<file path="config.mk">
export PLATFORM = sky130hd
export DESIGN_NAME = time_adjust_ctrl
export DESIGN_NICKNAME = d
export VERILOG_FILES = /design/src/rtl/time_adjust_ctrl.sv
export SDC_FILE = /design/constraint.sdc
export NUM_CORES = 1
export LEC_CHECK = 0
export ABC_AREA = 1
export CAP_MARGIN = 20
export CORE_MARGIN = 1.5
export CORE_UTILIZATION = 35
export CTS_BUF_LIST = sky130_fd_sc_hd__clkbuf_16
export DETAILED_ROUTE_END_ITERATION = 12
export PLACE_DENSITY = 0.55
export SYNTH_ARGS = -nofsm -noshare
export SYNTH_HDL_FRONTEND = slang
export SYNTH_SLANG_ARGS = --single-unit
</file>
<file path="constraint.sdc">
create_clock -name clk -period 4.9 [get_ports clk]
set_clock_uncertainty 0.05 [all_clocks]
set_input_delay 0.98 -clock clk [delete_from_list [all_inputs] [get_ports clk]]
set_output_delay 0.98 -clock clk [all_outputs]
set_load 0.005 [all_outputs]
</file>
<file path="src/rtl/time_adjust_ctrl.sv">
// time_adjust_ctrl: edit sequencer between the key controller and the running
// time/date counter.
//
// On start the live counter value is snapshotted into shadow registers
// (adj_*). inc/dec pulses step the field chosen by field, with modular wrap.
// commit writes the shadow back through a one-cycle load strobe; abort
// discards it. A blink phase is generated for the digit being edited.
//
// Parameters:
//   BLINK_DIV  clk cycles per blink_on half-period (>= 2)
//   YEAR_MAX   largest year value; years run 0..YEAR_MAX
//
// Ports:
//   clk, resetn              clock; synchronous active-low reset
//   start, commit, abort     edit control pulses
//   field                    1 hour, 2 min, 3 sec, 4 meridian, 5 year, 6 month, 7 day, 0 none
//   inc, dec                 step pulses for the selected field
//   cur_*                    live counter value
//   adj_*                    shadow value presented to the counter
//   load                     one-cycle strobe: counter latches adj_*
//   busy                     high whenever not idle
//   blink_on                 blink phase for the selected digit
//
// Build option: define LEAP_YEAR_EN to give February 29 days when
// adj_year[1:0] == 0. Without it February always has 28 days.

module time_adjust_ctrl #(
    parameter int unsigned BLINK_DIV = 25_000_000,
    parameter int unsigned YEAR_MAX  = 99
) (
    input  logic       clk,
    input  logic       resetn,
    input  logic       start,
    input  logic       commit,
    input  logic       abort,
    input  logic [2:0] field,
    input  logic       inc,
    input  logic       dec,
    input  logic [4:0] cur_hour,
    input  logic [5:0] cur_min,
    input  logic [5:0] cur_sec,
    input  logic [6:0] cur_year,
    input  logic [3:0] cur_month,
    input  logic [4:0] cur_day,
    output logic [4:0] adj_hour,
    output logic [5:0] adj_min,
    output logic [5:0] adj_sec,
    output logic [6:0] adj_year,
    output logic [3:0] adj_month,
    output logic [4:0] adj_day,
    output logic       load,
    output logic       busy,
    output logic       blink_on
);

    localparam int unsigned CntW   = $clog2(BLINK_DIV);
    localparam logic [CntW-1:0] CntMax = CntW'(BLINK_DIV - 1);
    localparam logic [6:0] YearMax = 7'(YEAR_MAX);

    typedef enum logic [1:0] {StIdle, StEdit, StClamp, StWrite} state_e;

    state_e state_q, state_d;

    logic [4:0] hour_q, hour_d, day_q, day_d;
    logic [5:0] min_q, min_d, sec_q, sec_d;
    logic [6:0] year_q, year_d;
    logic [3:0] month_q, month_d;

    logic [CntW-1:0] blink_cnt_q, blink_cnt_d;
    logic            blink_q, blink_d;

    logic       leap;
    logic [4:0] max_day;
    logic       step;
    logic       up;

    function automatic logic [4:0] days_in(input logic [3:0] month, input logic is_leap);
        case (month)
            4'd2:                      days_in = is_leap ? 5'd29 : 5'd28;
            4'd4, 4'd6, 4'd9, 4'd11:   days_in = 5'd30;
            default:                   days_in = 5'd31;
        endcase
    endfunction

`ifdef LEAP_YEAR_EN
    assign leap = (year_q[1:0] == 2'b00);
`else
    assign leap = 1'b0;
`endif

    assign max_day = days_in(month_q, leap);
    // Exactly one of inc/dec: both together is a no-op.
    assign step    = inc ^ dec;
    assign up      = inc;

    always_comb begin
        state_d     = state_q;
        hour_d      = hour_q;
        min_d       = min_q;
        sec_d       = sec_q;
        year_d      = year_q;
        month_d     = month_q;
        day_d       = day_q;
        blink_cnt_d = '0;
        blink_d     = 1'b1;

        case (state_q)
            StIdle: begin
                if (start) begin
                    hour_d  = cur_hour;
                    min_d   = cur_min;
                    sec_d   = cur_sec;
                    year_d  = cur_year;
                    month_d = cur_month;
                    day_d   = cur_day;
                    state_d = StEdit;
                end
            end
            StEdit: begin
                if (abort) begin
                    state_d = StIdle;
                end else if (commit) begin
                    state_d = StWrite;
                end else if (step) begin
                    case (field)
                        3'd1: hour_d = up ? ((hour_q >= 5'd23) ? 5'd0 : hour_q + 5'd1)
                                          : ((hour_q == 5'd0) ? 5'd23 : hour_q - 5'd1);
                        3'd2: min_d  = up ? ((min_q >= 6'd59) ? 6'd0 : min_q + 6'd1)
                                          : ((min_q == 6'd0) ? 6'd59 : min_q - 6'd1);
                        3'd3: sec_d  = up ? ((sec_q >= 6'd59) ? 6'd0 : sec_q + 6'd1)
                                          : ((sec_q == 6'd0) ? 6'd59 : sec_q - 6'd1);
                        3'd4: hour_d = (hour_q < 5'd12) ? hour_q + 5'd12 : hour_q - 5'd12;
                        3'd5: begin
                            year_d  = up ? ((year_q >= YearMax) ? 7'd0 : year_q + 7'd1)
                                         : ((year_q == 7'd0) ? YearMax : year_q - 7'd1);
                            state_d = StClamp;
                        end
                        3'd6: begin
                            month_d = up ? ((month_q >= 4'd12) ? 4'd1 : month_q + 4'd1)
                                         : ((month_q <= 4'd1) ? 4'd12 : month_q - 4'd1);
                            state_d = StClamp;
                        end
                        3'd7: day_d  = up ? ((day_q >= max_day) ? 5'd1 : day_q + 5'd1)
                                          : ((day_q <= 5'd1) ? max_day : day_q - 5'd1);
                        default: ;
                    endcase
                end
            end
            StClamp: begin
                // Month/year change may leave the day past the end of the new month.
                if (day_q > max_day) begin
                    day_d = max_day;
                end
                state_d = StEdit;
            end
            StWrite: state_d = StIdle;
            default: state_d = StIdle;
        endcase

        // Blink runs only while staying inside EDIT/CLAMP; any step restarts
        // the phase visible so the digit never vanishes while being changed.
        if ((state_q == StEdit || state_q == StClamp) &&
            (state_d == StEdit || state_d == StClamp)) begin
            if (state_q == StEdit && (inc || dec)) begin
                blink_cnt_d = '0;
                blink_d     = 1'b1;
            end else if (blink_cnt_q == CntMax) begin
                blink_cnt_d = '0;
                blink_d     = ~blink_q;
            end else begin
                blink_cnt_d = blink_cnt_q + 1'b1;
                blink_d     = blink_q;
            end
        end
    end

    always_ff @(posedge clk) begin
        if (!resetn) begin
            state_q     <= StIdle;
            hour_q      <= 5'd0;
            min_q       <= 6'd0;
            sec_q       <= 6'd0;
            year_q      <= 7'd0;
            month_q     <= 4'd1;
            day_q       <= 5'd1;
            blink_cnt_q <= '0;
            blink_q     <= 1'b1;
        end else begin
            state_q     <= state_d;
            hour_q      <= hour_d;
            min_q       <= min_d;
            sec_q       <= sec_d;
            year_q      <= year_d;
            month_q     <= month_d;
            day_q       <= day_d;
            blink_cnt_q <= blink_cnt_d;
            blink_q     <= blink_d;
        end
    end

    assign adj_hour  = hour_q;
    assign adj_min   = min_q;
    assign adj_sec   = sec_q;
    assign adj_year  = year_q;
    assign adj_month = month_q;
    assign adj_day   = day_q;
    assign load      = (state_q == StWrite);
    assign busy      = (state_q != StIdle);
    assign blink_on  = blink_q;

endmodule

</file>
==> impl_metrics.ini <==
[final_layout]
antenna_cells = 0
num-nets-final = 872
final_util = 0.451
stdcell_area_sq_um = 5990
fin_cells = 980
area_delta_synth_final_pct = 25.1
drive_above_1_share = 0.0771

[yosys]
syn_inst = 735
synth_edf_count = 0
syn_area_sq_um = 4790
ys.flop_type = dfxtp_1
yosysUniqueCellTypes = 39
ys_ff_latch = 61
ys.warnings.count = 0
synthesis.nets = 807
synth_area_per_cell_sq_um = 6.52
ys_seq_area_frac = 0.255
async_flop_share = 0

[setup_path]
end_kind = flop
crit_cells = 12
startpoint = inc
critical_path.max_fanout = 25
path_cells = clkdlybuf4s50_1 > buf_4 > inv_1 > ha_1 > nor2_2 > nor2_2 > o21ai_2 > inv_2 > nand2_1 > inv_1 > o21ai_0 > a21oi_1
cp_top_family = buffers and inverters
reg2reg_slack_ps = 2080
slowest_delay_ps = 450
r2r_start = state_q[1]$_SDFF_PN0_
reg2reg_depth = 11
cp_slowest_cell = clkdlybuf4s50_1
endpoint = adj_year[0]$_SDFFE_PN0P_
cp.required_ps = 5070
start_kind = input pin
crit_type = in2reg
worst-endpoint-arrival_ps = 3260
r2r-end = blink_cnt_q[2]$_SDFF_PP0_
path_buf_inv = 5

[die]
start_util = 0.360
core_sq_um = 13300
die_x_um = 120
pin_count = 79
die-area_sq_um = 14400
die_h_um = 120
rows = 42

[placement]
place_inst = 965
hpwl_um = 9730
portBuffers = 78
dpl_cell_area_sq_um = 5690
place.gp.congestion = 0.887

[pwr]
power.leakage_nw = 2.37
finalPower_mw = 2.53
worst_ir_drop_vdd_uv = 177
powerDensity_nw_per_um2 = 422

[clocking]
clk_pin_slew_ps = 50
root_buffer = clkbuf_16
cts_tree = built
cts_max_level = 3
holdBufCountCts = 0
clockBufferDepth = 2
insertion_delay_ps = 340
clock-sinks = 61
post_cts_buffers = 0
ctsResizeCount = 0
cts_buffers = 9

[drt]
via_per_inst = 5.02
drc = 0
wl_per_cell_um = 13.7
drt_iter0_drc = 367
antenna_left = 0
routed_wl_um = 13500
num_vias = 4916
drt_first_pass_iters = 5

[timing]
setup_viol = 0
rsz0062_at_grt = no
worst_slew_pin_slew_ps = 689
slew_headroom = 0.538
min_period_over_period = 0.630
finalMaxSlewViolations = 0
hold_viol = 0
tns_ps = 0
max_freq_mhz = 324
period_needed_ps = 3090

[worst_hold_path]
hp-class = reg2reg

[status]
status = finished, final reports clean

[global_route]
grt-ovfl-total = 0
grt_pass1_wl_um = 22700
grt_max_degree = 42
grt_pass1_vias = 4763
track_usage = 0.194
antenna_found_initial = 0

[flow_run]
drv_cap = 0
==> layout by cell type, fill, tap and decap left out, drive strengths merged, types with 2 or more instances in the layout <==
master and n:
nand3 52, clkbuf 9, buf 4, nand2 129, bufinv 2, nor2 104
clkinv 4, nor3 7, o21ai 70, inv 93, a21oi 64, clkdlybuf4s50 78
a41oi 2, nor4 4, a31oi 6, or2 3, ha 29, xnor2 17
dfxtp 61, nand4 12, xor2 33, o211ai 14
==> synth_stat cells (2+ instances only) <==
master	number	share of area
a41oi_1	2	0.0037
nor2_1	76	0.060
inv_2	5	0.0039
or2_2	2	0.0026
o21ai_1	4	0.0042
nor3_1	7	0.0073
nor2_2	26	0.034
nor2_4	2	0.0047
nand2_2	4	0.0052
nor4_1	4	0.0052
a31oi_1	6	0.0078
buf_2	5	0.0052
clkbuf_1	19	0.015
ha_1	29	0.076
nand4_1	12	0.016
dfxtp_1	61	0.25
nand3_1	50	0.052
inv_1	87	0.068
buf_4	2	0.0031
buf_6	2	0.0047
o211ai_1	14	0.022
o21ai_0	65	0.068
nand2_1	125	0.098
xor2_1	33	0.060
a21oi_1	63	0.066
xnor2_1	17	0.031
==> kinds of logic after synthesis <==
group	share of synthesized area
AND/OR/NAND/NOR	0.293
AO/OA/AOI/OAI	0.183
buffers and inverters	0.102
flip-flops	0.255
XOR/XNOR	0.0914
adder cells (fa/ha/maj)	0.0758
==> metrics by stage <==
stage / setup slack (ps) / hold WS, ps
4_1_cts: 1840 / 452
3_3_place_gp: 1560 / 426
3_5_place_dp: 1490 / 438
5_1_grt: 1630 / 523
2_1_floorplan: 2160 / 403
6_report: 1810 / 447
==> power breakdown <==
part | internal, mW | total (mW) | switching [mW]
Sequential | 0.575 | 0.721 | 0.145
Clock | 0.438 | 0.678 | 0.240
Combinational | 0.489 | 1.13 | 0.642
Total | 1.50 | 2.53 | 1.03
==> registers in the layout, indices dropped and copies added (netlist names), 2 cells and up <==
register     cells
state_q          2
adj_hour         5
adj_day          5
adj_month        4
blink_cnt_q     25
adj_year         7
adj_sec          6
adj_min          6
==> worst min path at each step <==
stage                               from                         to  depth (start not counted)
2_1_floorplan  blink_cnt_q[0]$_SDFF_PP0_  blink_cnt_q[0]$_SDFF_PP0_                          1
3_3_place_gp   blink_cnt_q[0]$_SDFF_PP0_  blink_cnt_q[0]$_SDFF_PP0_                          1
4_1_cts        blink_cnt_q[0]$_SDFF_PP0_  blink_cnt_q[0]$_SDFF_PP0_                          1
3_5_place_dp   blink_cnt_q[0]$_SDFF_PP0_  blink_cnt_q[0]$_SDFF_PP0_                          1
6_report       blink_cnt_q[0]$_SDFF_PP0_  blink_cnt_q[0]$_SDFF_PP0_                          1
5_1_grt          adj_day[3]$_SDFFE_PN0P_    adj_day[3]$_SDFFE_PN0P_                          2
==> area by class of cell <==
cell class                      count  area, sq um
Fill cell                        1349         7300
Multi-Input combinational cell    552         3080
Sequential cell                    61         1220
Timing Repair Buffer               82          811
Inverter                           94          354
Clock buffer                        9          225
Tap cell                          176          220
Clock inverter                      6         80.1
==> worst register-to-register path: cells and delay by family (launching register included) <==
| kind | cells | cell delay (ps) |
|---|---|---|
| AND/OR/NAND/NOR | 5 | 980 |
| buffers and inverters | 3 | 930 |
| flip-flops | 1 | 320 |
| AO/OA/AOI/OAI | 2 | 300 |
| adder cells (fa/ha/maj) | 1 | 160 |
==> routing by layer <==
metal / track usage / routed length [um]
met5: 0 / 0
met4: 0.0699 / 224
met3: 0.0337 / 545
met2: 0.323 / 6260
met1: 0.252 / 6420
Note: power is estimated with default switching activity, not from simulation.
